**config.mk**
```make
export PLATFORM = sky130hd
export DESIGN_NAME = mem_port_arbiter_flat
export DESIGN_NICKNAME = d
export VERILOG_FILES = /design/src/rtl/mem_port_arbiter_if.sv /design/src/rtl/mem_port_arbiter.sv /design/src/flat_wrapper.sv
export SDC_FILE = /design/constraint.sdc
export NUM_CORES = 1
export LEC_CHECK = 0
export CAP_MARGIN = 10
export CORE_ASPECT_RATIO = 0.7
export CORE_MARGIN = 2
export CORE_UTILIZATION = 35
export DETAILED_ROUTE_END_ITERATION = 8
export PLACE_DENSITY = 0.67
export SLEW_MARGIN = 20
export SYNTH_ARGS = -nofsm -noshare
export SYNTH_HDL_FRONTEND = slang
export SYNTH_SLANG_ARGS = --single-unit
```
**constraint.sdc**
```tcl
create_clock -name clk_i -period 4.9 [get_ports clk_i]
set_input_delay 0.735 -clock clk_i [delete_from_list [all_inputs] [get_ports clk_i]]
set_output_delay 0.735 -clock clk_i [all_outputs]
set_load 0.02 [all_outputs]
```
**src/rtl/mem_port_arbiter_if.sv**
```systemverilog
// -----------------------------------------------------------------------------
// mem_port_arbiter_if
// Bundles the signals of the shared memory port arbiter: the instruction-fetch
// requester (if_*), the load/store requester (d_*), the unified memory
// (mem_*) and the status outputs (err_o, busy_o).
//   slave  : view of the arbiter itself (requests and memory response in,
//            acks, read data, stalls and memory command out)
//   master : view of the surrounding environment (CPU datapath + memory)
// Signal suffixes (_i/_o) are relative to the arbiter.
// -----------------------------------------------------------------------------
interface mem_port_arbiter_if #(
    parameter int ADDR_W = 32,
    parameter int DATA_W = 32
);
    localparam int BE_W = DATA_W / 8;

    // Instruction-fetch requester
    logic              if_req_i;
    logic [ADDR_W-1:0] if_addr_i;
    logic              if_ack_o;
    logic [DATA_W-1:0] if_rdata_o;
    logic              if_stall_o;

    // Load/store requester
    logic              d_req_i;
    logic              d_we_i;
    logic [ADDR_W-1:0] d_addr_i;
    logic [BE_W-1:0]   d_be_i;
    logic [DATA_W-1:0] d_wdata_i;
    logic              d_ack_o;
    logic [DATA_W-1:0] d_rdata_o;
    logic              d_stall_o;

    // Status
    logic              err_o;
    logic              busy_o;

    // Memory side
    logic              mem_req_o;
    logic              mem_we_o;
    logic [ADDR_W-1:0] mem_addr_o;
    logic [BE_W-1:0]   mem_be_o;
    logic [DATA_W-1:0] mem_wdata_o;
    logic              mem_ready_i;
    logic [DATA_W-1:0] mem_rdata_i;

    modport slave (
        input  if_req_i, if_addr_i,
        input  d_req_i, d_we_i, d_addr_i, d_be_i, d_wdata_i,
        input  mem_ready_i, mem_rdata_i,
        output if_ack_o, if_rdata_o, if_stall_o,
        output d_ack_o, d_rdata_o, d_stall_o,
        output err_o, busy_o,
        output mem_req_o, mem_we_o, mem_addr_o, mem_be_o, mem_wdata_o
    );

    modport master (
        output if_req_i, if_addr_i,
        output d_req_i, d_we_i, d_addr_i, d_be_i, d_wdata_i,
        output mem_ready_i, mem_rdata_i,
        input  if_ack_o, if_rdata_o, if_stall_o,
        input  d_ack_o, d_rdata_o, d_stall_o,
        input  err_o, busy_o,
        input  mem_req_o, mem_we_o, mem_addr_o, mem_be_o, mem_wdata_o
    );
endinterface

```
**src/rtl/mem_port_arbiter.sv**
```systemverilog
// -----------------------------------------------------------------------------
// mem_port_arbiter
// Shares one single-ported unified memory between instruction fetch (IF) and
// load/store (D). Each access runs IDLE (arbitrate + latch) -> WAIT (memory
// command held until mem_ready_i or watchdog) -> RESP (one-cycle ack).
// D has priority; after FAIR_LIMIT consecutive D grants with IF waiting, IF
// gets the next slot. FAIR_LIMIT = 0 gives pure D priority, TIMEOUT_CYCLES = 0
// disables the watchdog.
// Ports:
//   clk_i    rising-edge clock
//   rst_n_i  asynchronous active-low reset
//   bus      mem_port_arbiter_if.slave: requester handshakes, memory command
//            and response, stalls, err_o, busy_o
// -----------------------------------------------------------------------------
module mem_port_arbiter #(
    parameter int ADDR_W         = 32,
    parameter int DATA_W         = 32,
    parameter int FAIR_LIMIT     = 4,
    parameter int TIMEOUT_CYCLES = 255
) (
    input  logic             clk_i,
    input  logic             rst_n_i,
    mem_port_arbiter_if.slave bus
);
    localparam int BE_W  = DATA_W / 8;
    localparam int FW    = (FAIR_LIMIT > 0) ? $clog2(FAIR_LIMIT + 1) : 1;
    localparam int TMO_W = (TIMEOUT_CYCLES > 1) ? $clog2(TIMEOUT_CYCLES) : 1;

    localparam bit             FAIR_EN  = (FAIR_LIMIT != 0);
    localparam bit             TMO_EN   = (TIMEOUT_CYCLES != 0);
    localparam logic [FW-1:0]  FAIR_MAX = FW'(FAIR_LIMIT);
    localparam logic [TMO_W-1:0] TMO_LAST =
        TMO_W'((TIMEOUT_CYCLES > 0) ? (TIMEOUT_CYCLES - 1) : 0);

    localparam logic [1:0] ST_IDLE = 2'd0;
    localparam logic [1:0] ST_WAIT = 2'd1;
    localparam logic [1:0] ST_RESP = 2'd2;

    logic [1:0]        state_q,     state_d;
    logic              owner_if_q,  owner_if_d;   // 1: current access belongs to IF
    logic [FW-1:0]     fair_q,      fair_d;
    logic [TMO_W-1:0]  tmo_q,       tmo_d;
    logic              if_ack_q,    if_ack_d;
    logic              d_ack_q,     d_ack_d;
    logic              err_q,       err_d;
    logic [DATA_W-1:0] if_rdata_q,  if_rdata_d;
    logic [DATA_W-1:0] d_rdata_q,   d_rdata_d;
    logic              mem_req_q,   mem_req_d;
    logic              mem_we_q,    mem_we_d;
    logic [ADDR_W-1:0] mem_addr_q,  mem_addr_d;
    logic [BE_W-1:0]   mem_be_q,    mem_be_d;
    logic [DATA_W-1:0] mem_wdata_q, mem_wdata_d;
    logic              grant_if;

    always_comb begin
        state_d     = state_q;
        owner_if_d  = owner_if_q;
        fair_d      = fair_q;
        tmo_d       = tmo_q;
        if_ack_d    = if_ack_q;
        d_ack_d     = d_ack_q;
        err_d       = err_q;
        if_rdata_d  = if_rdata_q;
        d_rdata_d   = d_rdata_q;
        mem_req_d   = mem_req_q;
        mem_we_d    = mem_we_q;
        mem_addr_d  = mem_addr_q;
        mem_be_d    = mem_be_q;
        mem_wdata_d = mem_wdata_q;
        // IF wins when D is idle, or when D has starved it for FAIR_LIMIT grants
        grant_if    = bus.if_req_i &
                      (~bus.d_req_i | (FAIR_EN & (fair_q == FAIR_MAX)));

        case (state_q)
            ST_IDLE: begin
                if (bus.if_req_i | bus.d_req_i) begin
                    owner_if_d = grant_if;
                    mem_req_d  = 1'b1;
                    tmo_d      = '0;
                    state_d    = ST_WAIT;
                    if (grant_if) begin
                        mem_we_d    = 1'b0;
                        mem_addr_d  = bus.if_addr_i;
                        mem_be_d    = '1;
                        mem_wdata_d = '0;
                        fair_d      = '0;
                    end else begin
                        mem_we_d    = bus.d_we_i;
                        mem_addr_d  = bus.d_addr_i;
                        mem_be_d    = bus.d_be_i;
                        mem_wdata_d = bus.d_wdata_i;
                        if (!bus.if_req_i) begin
                            fair_d = '0;
                        end else if (fair_q != FAIR_MAX) begin
                            fair_d = fair_q + FW'(1);
                        end
                    end
                end
            end
            ST_WAIT: begin
                if (bus.mem_ready_i) begin
                    // A ready on the watchdog cycle still counts as a normal completion
                    mem_req_d = 1'b0;
                    err_d     = 1'b0;
                    state_d   = ST_RESP;
                    if (owner_if_q) begin
                        if_rdata_d = bus.mem_rdata_i;
                        if_ack_d   = 1'b1;
                    end else begin
                        d_rdata_d  = bus.mem_rdata_i;
                        d_ack_d    = 1'b1;
                    end
                end else if (TMO_EN && (tmo_q == TMO_LAST)) begin
                    mem_req_d = 1'b0;
                    err_d     = 1'b1;
                    state_d   = ST_RESP;
                    if (owner_if_q) begin
                        if_rdata_d = '0;
                        if_ack_d   = 1'b1;
                    end else begin
                        d_rdata_d  = '0;
                        d_ack_d    = 1'b1;
                    end
                end else begin
                    tmo_d = tmo_q + TMO_W'(1);
                end
            end
            ST_RESP: begin
                if_ack_d = 1'b0;
                d_ack_d  = 1'b0;
                err_d    = 1'b0;
                tmo_d    = '0;
                state_d  = ST_IDLE;
            end
            default: begin
                state_d = ST_IDLE;
            end
        endcase
    end

    always_ff @(posedge clk_i or negedge rst_n_i) begin
        if (!rst_n_i) begin
            state_q     <= ST_IDLE;
            owner_if_q  <= 1'b0;
            fair_q      <= '0;
            tmo_q       <= '0;
            if_ack_q    <= 1'b0;
            d_ack_q     <= 1'b0;
            err_q       <= 1'b0;
            if_rdata_q  <= '0;
            d_rdata_q   <= '0;
            mem_req_q   <= 1'b0;
            mem_we_q    <= 1'b0;
            mem_addr_q  <= '0;
            mem_be_q    <= '0;
            mem_wdata_q <= '0;
        end else begin
            state_q     <= state_d;
            owner_if_q  <= owner_if_d;
            fair_q      <= fair_d;
            tmo_q       <= tmo_d;
            if_ack_q    <= if_ack_d;
            d_ack_q     <= d_ack_d;
            err_q       <= err_d;
            if_rdata_q  <= if_rdata_d;
            d_rdata_q   <= d_rdata_d;
            mem_req_q   <= mem_req_d;
            mem_we_q    <= mem_we_d;
            mem_addr_q  <= mem_addr_d;
            mem_be_q    <= mem_be_d;
            mem_wdata_q <= mem_wdata_d;
        end
    end

    assign bus.if_ack_o    = if_ack_q;
    assign bus.if_rdata_o  = if_rdata_q;
    assign bus.if_stall_o  = bus.if_req_i & ~if_ack_q;
    assign bus.d_ack_o     = d_ack_q;
    assign bus.d_rdata_o   = d_rdata_q;
    assign bus.d_stall_o   = bus.d_req_i & ~d_ack_q;
    assign bus.err_o       = err_q;
    assign bus.busy_o      = (state_q != ST_IDLE);
    assign bus.mem_req_o   = mem_req_q;
    assign bus.mem_we_o    = mem_we_q;
    assign bus.mem_addr_o  = mem_addr_q;
    assign bus.mem_be_o    = mem_be_q;
    assign bus.mem_wdata_o = mem_wdata_q;
endmodule

```
**src/flat_wrapper.sv**
```systemverilog
// flat-port wrapper written by rule: the top's interface ports become plain ports
module mem_port_arbiter_flat 
#(
    parameter int ADDR_W         = 32,
    parameter int DATA_W         = 32,
    parameter int FAIR_LIMIT     = 4,
    parameter int TIMEOUT_CYCLES = 255
)
  (clk_i, rst_n_i, bus_if_req_i, bus_if_addr_i, bus_d_req_i, bus_d_we_i, bus_d_addr_i, bus_d_be_i, bus_d_wdata_i, bus_mem_ready_i, bus_mem_rdata_i, bus_if_ack_o, bus_if_rdata_o, bus_if_stall_o, bus_d_ack_o, bus_d_rdata_o, bus_d_stall_o, bus_err_o, bus_busy_o, bus_mem_req_o, bus_mem_we_o, bus_mem_addr_o, bus_mem_be_o, bus_mem_wdata_o);
  mem_port_arbiter_if #(.ADDR_W(ADDR_W), .DATA_W(DATA_W)) bus_i ();
  input  logic clk_i;
  input  logic rst_n_i;
  input wire logic [$bits(bus_i.if_req_i)-1:0] bus_if_req_i;
  input wire logic [$bits(bus_i.if_addr_i)-1:0] bus_if_addr_i;
  input wire logic [$bits(bus_i.d_req_i)-1:0] bus_d_req_i;
  input wire logic [$bits(bus_i.d_we_i)-1:0] bus_d_we_i;
  input wire logic [$bits(bus_i.d_addr_i)-1:0] bus_d_addr_i;
  input wire logic [$bits(bus_i.d_be_i)-1:0] bus_d_be_i;
  input wire logic [$bits(bus_i.d_wdata_i)-1:0] bus_d_wdata_i;
  input wire logic [$bits(bus_i.mem_ready_i)-1:0] bus_mem_ready_i;
  input wire logic [$bits(bus_i.mem_rdata_i)-1:0] bus_mem_rdata_i;
  output wire logic [$bits(bus_i.if_ack_o)-1:0] bus_if_ack_o;
  output wire logic [$bits(bus_i.if_rdata_o)-1:0] bus_if_rdata_o;
  output wire logic [$bits(bus_i.if_stall_o)-1:0] bus_if_stall_o;
  output wire logic [$bits(bus_i.d_ack_o)-1:0] bus_d_ack_o;
  output wire logic [$bits(bus_i.d_rdata_o)-1:0] bus_d_rdata_o;
  output wire logic [$bits(bus_i.d_stall_o)-1:0] bus_d_stall_o;
  output wire logic [$bits(bus_i.err_o)-1:0] bus_err_o;
  output wire logic [$bits(bus_i.busy_o)-1:0] bus_busy_o;
  output wire logic [$bits(bus_i.mem_req_o)-1:0] bus_mem_req_o;
  output wire logic [$bits(bus_i.mem_we_o)-1:0] bus_mem_we_o;
  output wire logic [$bits(bus_i.mem_addr_o)-1:0] bus_mem_addr_o;
  output wire logic [$bits(bus_i.mem_be_o)-1:0] bus_mem_be_o;
  output wire logic [$bits(bus_i.mem_wdata_o)-1:0] bus_mem_wdata_o;
  assign bus_i.if_req_i = bus_if_req_i;
  assign bus_i.if_addr_i = bus_if_addr_i;
  assign bus_i.d_req_i = bus_d_req_i;
  assign bus_i.d_we_i = bus_d_we_i;
  assign bus_i.d_addr_i = bus_d_addr_i;
  assign bus_i.d_be_i = bus_d_be_i;
  assign bus_i.d_wdata_i = bus_d_wdata_i;
  assign bus_i.mem_ready_i = bus_mem_ready_i;
  assign bus_i.mem_rdata_i = bus_mem_rdata_i;
  assign bus_if_ack_o = bus_i.if_ack_o;
  assign bus_if_rdata_o = bus_i.if_rdata_o;
  assign bus_if_stall_o = bus_i.if_stall_o;
  assign bus_d_ack_o = bus_i.d_ack_o;
  assign bus_d_rdata_o = bus_i.d_rdata_o;
  assign bus_d_stall_o = bus_i.d_stall_o;
  assign bus_err_o = bus_i.err_o;
  assign bus_busy_o = bus_i.busy_o;
  assign bus_mem_req_o = bus_i.mem_req_o;
  assign bus_mem_we_o = bus_i.mem_we_o;
  assign bus_mem_addr_o = bus_i.mem_addr_o;
  assign bus_mem_be_o = bus_i.mem_be_o;
  assign bus_mem_wdata_o = bus_i.mem_wdata_o;
  mem_port_arbiter #(.ADDR_W(ADDR_W), .DATA_W(DATA_W), .FAIR_LIMIT(FAIR_LIMIT), .TIMEOUT_CYCLES(TIMEOUT_CYCLES)) u_core (.clk_i(clk_i), .rst_n_i(rst_n_i), .bus(bus_i));
endmodule
```
; Word level (Yosys, flattened, before mapping)
; Index checks and enable logic that the tools add are counted.
[classes]
add_sub_neg = 2
n_eq_ne = 10
n_mux = 38
n_bitwise = 9
n_reduce_logical = 14
[op_table]
columns = operator, n
row1 = two-way mux 32 bit, 10
row2 = two-way mux 8 bit, 3
row3 = case mux 8 bit (3 select lines), 1
row4 = two-way mux 1 bit, 12
row5 = AND reduction 3 bit, 4
row6 = two-way mux 3 bit, 3
row7 = adder 8 x 1 -> 8 bit (second input constant), 1
row8 = equality test 8 bit (second input constant), 1
row9 = case mux 1 bit (2 select lines), 4
row10 = nonzero test 2 bit, 4
row11 = two-way mux 2 bit, 3
row12 = AND reduction 2 bit, 3
row13 = two-way mux 4 bit, 1
row14 = inequality test 2 bit (second input constant), 2
row15 = inverter 1 bit, 4
row16 = case mux 2 bit (2 select lines), 1
row17 = AND reduction 4 bit, 1
row18 = adder 3 x 1 -> 3 bit (second input constant), 1
row19 = bitwise AND 1 bit, 3
row20 = equality test 3 bit (second input constant), 1
row21 = inequality test 3 x 1 -> 1 bit (second input constant), 1
row22 = inequality test 3 x 2 -> 1 bit (second input constant), 1
row23 = inequality test 3 bit (second input constant), 1
row24 = nonzero test 3 bit, 1
row25 = 5 further kinds, 6
[word_totals]
reg_bits = 151
inputBits = 138
output_inout_bits = 140
elab_cells = 87

; Depth between registers and ports, before layout
; Gate-level depths: netlist (run 1).
[depth]
word_depth = 5
mapped_depth = 9
ltp_nobuf = 6

; Worst setup path before layout (run 1)
; No wires, ideal clock.
[synth_path]
kind = input to register
start = in bus_mem_ready_i
end = reg u_core.d_rdata_q[0], in the netlist u_core.bus.d_rdata_o[0]
setup_ns = 0.127
arrival_ns = 1.931
required_ns = 4.773
setup_slack_ns = 2.841
path_stages = 7
n_path_buf = 3
cell_sequence = clkbuf_1 nand2_1 o21ai_4 and2_1 buf_4 buf_6 mux2_1
[synth_via]
elab_chain_len = 2
word_cells_on_any_way = 3
classes_between = mux: 1 / reduce/logical: 2
[synth_lines]
columns = item, line
row1 = "start, declared", flat_wrapper.sv:20  ; input wire logic [$bits(bus_i.mem_ready_i)-1:0] bus_mem_ready_i;
row2 = nonzero test 2 bit (no source line), n/a
row3 = AND reduction 3 bit (no source line), n/a
row4 = "end signal, assigned", mem_port_arbiter.sv:166  ; d_rdata_q <= d_rdata_d;
row5 = "end, declared", mem_port_arbiter.sv:47  ; logic [DATA_W-1:0] d_rdata_q, d_rdata_d;
; Parallel ways exist; a longest one is shown, timed or not.
; A chain may end at the register's enable or synchronous reset.

; Final worst setup path (run 1)
[layout_path]
start = in bus_d_req_i
end = out bus_d_stall_o
[layout_via]
elab_chain_len = 1
[layout_lines]
columns = item, line
row1 = "start, declared", flat_wrapper.sv:15  ; input wire logic [$bits(bus_i.d_req_i)-1:0] bus_d_req_i;
row2 = bitwise AND 1 bit, mem_port_arbiter.sv:180  ; assign bus.d_stall_o = bus.d_req_i & ~d_ack_q;
row3 = "end, declared", flat_wrapper.sv:27  ; output wire logic [$bits(bus_i.d_stall_o)-1:0] bus_d_stall_o;
; Every way passes these cells.

==> results of run 1 <==
-- through the flow --
stage | setup slack (ps) | power (mW)
final | 1930 | 6.43
after CTS | 1910 | 6.50
after detailed placement | 1770 | 5.18
after global placement | 1790 | 5.13
after floorplan | 2840 | 3.65
after global routing | 1870 | 6.81
-- layout by cell type, fill, tap and decap left out, types with 2 or more instances in the layout --
master,instances
inv_6,3
dfrtp_1,151
clkinv_4,3
inv_1,10
o31ai_1,6
clkinv_2,3
mux2_1,33
clkbuf_16,17
mux2i_1,34
o41ai_1,3
a31o_2,2
bufinv_16,2
a31oi_1,4
clkdlybuf4s50_1,276
nor2b_1,2
and2_1,34
o21a_1,2
nor2_1,8
nand2_1,114
mux2_2,33
a21oi_1,3
ha_1,9
buf_4,4
nand3_1,5
o21ai_0,76
buf_12,2
nor3_1,2
and3_1,3
o21ai_4,2
-- worst reg2reg max path, delay by kind of cell, from the launching register on --
family	cells	cell delay, ps
fa+ha+maj	1	410
simple gates	2	590
flops	1	400
compound gates	1	310
mux	1	380
buf+inv	2	530
-- kinds of logic after synthesis --
logic type	after synthesis	synth area share [%]
AND/OR/NAND/NOR	177	12.2
flip-flops	151	57.3
AO/OA/AOI/OAI	103	8.91
multiplexers	100	16.4
buffers and inverters	46	3.45
adder cells (fa/ha/maj)	9	1.71
-- sequential cells by signal, summed over array words and instances, names as in the netlist --
signal,count
u_core.bus.mem_req_o,1
u_core.bus.mem_addr_o,32
u_core.owner_if_q,1
u_core.tmo_q,8
u_core.bus.d_ack_o,1
u_core.bus.mem_we_o,1
u_core.bus.d_rdata_o,32
u_core.state_q,2
u_core.bus.mem_be_o,4
u_core.bus.if_rdata_o,32
u_core.bus.if_ack_o,1
u_core.bus.err_o,1
u_core.fair_q,3
u_core.bus.mem_wdata_o,32
-- report_power, final --
part	switching [mW]	internal, mW	total (mW)
registers	0.308	1.80	2.11
clock network	0.540	0.755	1.30
logic	1.60	1.42	3.03
-- final timing paths --
check	from	to	slack (ps)	cells after the start
worst min-delay path	rst_n_i	u_core.bus.d_rdata_o[1]	430	1
worst max-delay path	bus_d_req_i	bus_d_stall_o	1930	3
worst max register to register	u_core.state_q[1]	u_core.bus.d_rdata_o[3]	2160	7
worst min register to register	u_core.bus.mem_be_o[0]	u_core.bus.mem_be_o[0]	470	2
min in group clk_i	u_core.bus.mem_be_o[0]	u_core.bus.mem_be_o[0]	470	2
max in group asynchronous	rst_n_i	u_core.bus.mem_addr_o[25]	3350	2
-- layout make-up --
cell class              count  area, um^2  area share [%]
inverters                  10        37.5           0.370
clock buffers              18         429            4.23
flip-flops and latches    151        3780            37.2
multi-input cells         389        2620            25.8
clock inverters            13         146            1.44
well taps                 236         295            2.91
repair buffers            283        2850            28.0
-- synthesized netlist by cell type, types with 4 or more instances --
cell type  number
a31oi_1         4
and2_1         34
buf_2           5
buf_6           6
clkbuf_1       23
dfrtp_1       151
ha_1            9
inv_1          10
mux2_1         33
mux2_2         33
mux2i_1        34
nand2_1       114
nand3_1         5
nor2_1          9
o21ai_0        76
o31ai_1         6
-- metal layers --
layer	vias to the layer above	track usage [%]	wire, um
li1	2541	-	-
met1	2464	24.6	8360
met2	203	29.1	8330
met3	20	8.28	1780
met4	4	4.74	201
met5	-	0	27
==> out/summary.txt, run 1 <==
Final #Nets = 999
Syn nets = 733
Post-route setup TNS = 0 ps
Syn Std Cell Area = 6600 um^2
Fmax = 336 MHz
Fin crit period = 2970 ps
Ratio of cells with drive above 1 in the final layout = 9.26%
CTS root buffer = clkbuf_16
Post-synth top area cell = dfrtp_1
Sequential share of the synthesized area = 57.3%
Vias per cell = 4.76
Worst slew pin tran = 973 ps
Total detailed-routing wirelength = 18700 um
CP Max Fanout = 7
Synth Instances = 586
EDFF count, synth = 0
HPWL after detailed placement = 13300 um
Chip Width = 168 um
Post-CTS Setup Repair Bufs = 0
Fillcell total = 1630
Synth cell types = 40
Core ar. = 18300 um^2
Synth Flop Type = dfrtp_1
Initial antenna violation count = 2
Status = completed
Vias = 5232
CP max-delay cell = clkdlybuf4s50_1
Leakage = 4.42 nW
Hold Violations, Final = 0
H-tree levels = 4
Layout Cells excl Fill = 1100
Top delay family on crit path = buffers and inverters
WL/cell = 17.0 um
Num CTS Buffers = 17
Crit-path cells = clkdlybuf4s50_1 -> nor2b_1 -> clkdlybuf4s50_1
I/O Buffers = 277
Worst rel slew slack = 35.0%
FF+latch count, synth = 151
Synth top area cells = dfrtp_1 57%, nand2_1 6.5%, o21ai_0 5.8%, mux2_1 5.6%, mux2_2 5.6%
Util after Layout = 55.6%
Site Rows = 41
Crit path launch type = primary input
Most common cell on crit path = clkdlybuf4s50_1
Buf/Inv on CP = 2
Final ANT Viol Nets = 0
# Max-Cap Violations = 0
CP endpoint kind = primary output
CTS Buffer Depth = 2
Starting DRT DRC Count = 370
Worst hold path class = primary input to async pin
DRC Markers = 0
Final worst path period share = 60.7%
Data required, critical path = 4160 ps
Largest net degree at the start of global routing = 113
Slowest cell delay on critical path = 700 ps
Initial core utilization = 36.1%
Area Growth Syn to Fin = 53.8%
Vert. Die Dim = 119 um
Area fraction of the dominant cell type after synthesis = 57.3%
Max Slew Vio Count = 0
Pwr dens = 633 nW/um^2
CTS tree = built
Mean Syn Cell Area = 11.3 um^2
CP Class = primary input to primary output
Clock latency at the later pin of the worst-skew pair = 420 ps
Placed insts = 1069
Ant diodes = 0
Die Area = 20000 um^2
DP Area = 9570 um^2
Total Routing Usage GR = 18.9%
Vias in the first global route = 5371
VDD IR max = 0.000311 V
Global route overflow = 0
First-pass GRT wire length = 29400 um
YS warnings = 0
Layout Skew = 8.24 ps
Gpl congestion = 0.793
RSZ-0062 raised after global routing = false
Ports = 278
Clock Sinks = 151
Arr. time, crit path = 2240 ps
PostCTS Resize Cnt = 0
1st-pass router iterations = 4
Final Instance Area = 10100 um^2
Worst hold margin = 433 ps
Setup-failing EPs final = 0
Async SR Flop Fraction = 100%
Clock transition at path regs = 60 ps
Hold_buf cts = 0
(Power assumes the default switching activity.)
==> run 2, diff against run 1 <==
--- a/config.mk
+++ b/config.mk
@@ -10,7 +10,7 @@
 export CORE_MARGIN = 2
 export CORE_UTILIZATION = 35
 export DETAILED_ROUTE_END_ITERATION = 8
-export PLACE_DENSITY = 0.67
+export PLACE_DENSITY = 0.7
 export SLEW_MARGIN = 20
 export SYNTH_ARGS = -nofsm -noshare
 export SYNTH_HDL_FRONTEND = slang
==> constraint.sdc (replaced) <==
create_clock -name clk_i -period 2.7 [get_ports clk_i]
set_input_delay 0.405 -clock clk_i [delete_from_list [all_inputs] [get_ports clk_i]]
set_output_delay 0.405 -clock clk_i [all_outputs]
set_load 0.02 [all_outputs]
==> out/summary.txt, run 2 (synthesis gave the netlist of run 1 again) <==
Status = completed
Vias in the first global route = 5376 (+0.093%)
Total Routing Usage GR = 18.7% (-0.25 points)
RSZ-0062 raised after global routing = false
# Max-Cap Violations = 0 (unchanged)
Final worst path period share = 88.9%
Clock Sinks = 151 (unchanged)
Max Slew Vio Count = 0 (unchanged)
Ant diodes = 0 (unchanged)
Data required, critical path = 2300 ps (-1860 ps)
Area Growth Syn to Fin = 55.3%
Hold Path Depth = 2
GR peak layer = met2
Leading cell type in the layout, fill and taps excluded = clkdlybuf4s50_1
Sequential cell area = 3780 um^2 (unchanged)
Buf/Inv on CP = 3 (+1)
Fin crit period = 2400 ps
Post-CTS Setup Repair Bufs = 0 (unchanged)
Post-route setup TNS = 0 ps (unchanged)
Fillcell total = 1603 (-1.7%)
1st-pass router iterations = 4 (unchanged)
Starting DRT DRC Count = 326 (-12%)
Chip Width = 168 um (unchanged)
Most frequent cells in the layout = 276 x clkdlybuf4s50_1, 151 x dfrtp_1, 114 x nand2_1, 76 x o21ai_0
CTS root buffer = clkbuf_16
Total power = 11.7 mW (+82%)
I/O Buffers = 277 (unchanged)
Hold Violations, Final = 0 (unchanged)
Site Rows = 41 (unchanged)
Slowest cell delay on critical path = 660 ps (-40 ps)
Largest net degree at the start of global routing = 82 (-27%)
Num CTS Buffers = 17 (unchanged)
Vert. Die Dim = 119 um (unchanged)
CP Class = flip-flop to primary output
Ports = 278 (unchanged)
Critical path depth = 4 (+1)
Worst rel slew slack = 62.2% (+27 points)
CTS Buffer Depth = 2 (unchanged)
Met2 Track Usage GR = 28.9% (-0.18 points)
CP Max Fanout = 7 (unchanged)
GR Layer Usage met3 = 8.08% (-0.20 points)
Pwr dens = 1140 nW/um^2 (+80%)
Die Area = 20000 um^2 (unchanged)
HPWL after detailed placement = 13000 um (-2.0%)
Fmax = 417 MHz
DP Area = 9660 um^2 (+0.94%)
Final #Nets = 1007 (+0.80%)
Met1 Use GR = 24.1% (-0.53 points)
Gpl congestion = 0.794 (+0.14%)
Global route overflow = 0 (unchanged)
Initial core utilization = 36.1% (unchanged)
CTS tree = built
WL/cell = 16.6 um (-2.4%)
Crit path launch type = flip-flop
Worst hold path class = flip-flop to flip-flop
CP max-delay cell = clkdlybuf4s50_1
Crit-path cells = inv_1 -> ha_1 -> inv_1 -> clkdlybuf4s50_1
Layout Skew = 8.04 ps (-0.198 ps)
Vias = 5260 (+0.54%)
Arr. time, crit path = 1990 ps (-250 ps)
Most common cell on crit path = inv_1
CP endpoint kind = primary output
DRC Markers = 0 (unchanged)
Multi-input logic area = 2620 um^2 (unchanged)
Initial antenna violation count = 0 (-2)
Leakage = 4.46 nW (+0.87%)
Top delay family on crit path = buffers and inverters
Setup WS post-layout = 300 ps (-1630 ps)
Vias per cell = 4.74 (-0.28%)
Core ar. = 18300 um^2 (unchanged)
Setup-failing EPs final = 0 (unchanged)
Total detailed-routing wirelength = 18400 um (-1.6%)
H-tree levels = 4 (unchanged)
Clock transition at path regs = 70 ps (about the same)
First-pass GRT wire length = 29300 um (-0.61%)
Final ANT Viol Nets = 0 (unchanged)
Final Instance Area = 10200 um^2 (+0.97%)
Clock latency at the later pin of the worst-skew pair = 420 ps (about the same)
Pre-CTS WS = 441 ps (-1320 ps)
Ratio of cells with drive above 1 in the final layout = 10.1% (+0.82 points)
Worst slew pin tran = 567 ps (-407 ps)
VDD IR max = 0.000498 V (+60%)
R2R depth = 7 (unchanged)
[run 2: changes by cell type in the layout (fill, tap and decap cells not counted)]
cell / delta
clkinv_2: -3
buf_12: +3
dlygate4sd3_1: +1
buf_6: +1
bufinv_16: -1
clkinvlp_4: +2
inv_6: +2
buf_4: +4
[run 2: worst min-delay path, stage by stage (launching register included)]
cell and delay (ps):
dfrtp_1 340, nand2_1 50, nand2_1 50
[run 2: path summary, 6_finish.rpt]
check                                       start                   endpoint  slack, ps
setup reg to reg                u_core.state_q[1]   u_core.bus.d_rdata_o[18]        540
hold / removal             u_core.bus.mem_be_o[3]     u_core.bus.mem_be_o[3]        470
setup / recovery                u_core.state_q[0]                 bus_busy_o        300
hold reg to reg            u_core.bus.mem_be_o[3]     u_core.bus.mem_be_o[3]        470
max in group asynchronous                 rst_n_i   u_core.bus.mem_addr_o[7]       1460
min in group asynchronous                 rst_n_i  u_core.bus.if_rdata_o[10]        530
[run 2: through the flow]
step	instances	util, %	hold WS (ps)
after floorplan	586	-	109
after global placement	1076	52.9	418
after detailed placement	1076	52.9	411
after CTS	1109	56.1	470
after global routing	1109	56.1	492
final	1109	56.1	466
[run 2: power breakdown]
group / switching, mW / internal, mW / total (mW) / leakage (nW)
registers: 0.543 / 3.26 / 3.81 / 1.92
logic: 2.91 / 2.65 / 5.56 / 2.27
clock network: 1.01 / 1.32 / 2.33 / 0.273
[run 2: metal layers]
| metal | up-vias | wire length (um) |
|---|---|---|
| met5 | - | 0 |
| met3 | 12 | 1770 |
| met4 | 0 | 131 |
| met1 | 2490 | 8320 |
| li1 | 2553 | - |
| met2 | 205 | 8170 |
[run 2: final cells by class]
class	count	area share [%]
Tap cell	236	2.88
Multi-Input combinational cell	389	25.5
Clock buffer	19	4.32
Timing Repair Buffer	291	28.7
Clock inverter	13	1.31
Sequential cell	151	36.9
Inverter	10	0.366
[run 2: what timing repair did]
action | CTS | global route
hold buffers | 1 | 0
hold endpoints to repair | 54 | 0
gates resized for setup | 0 | 0
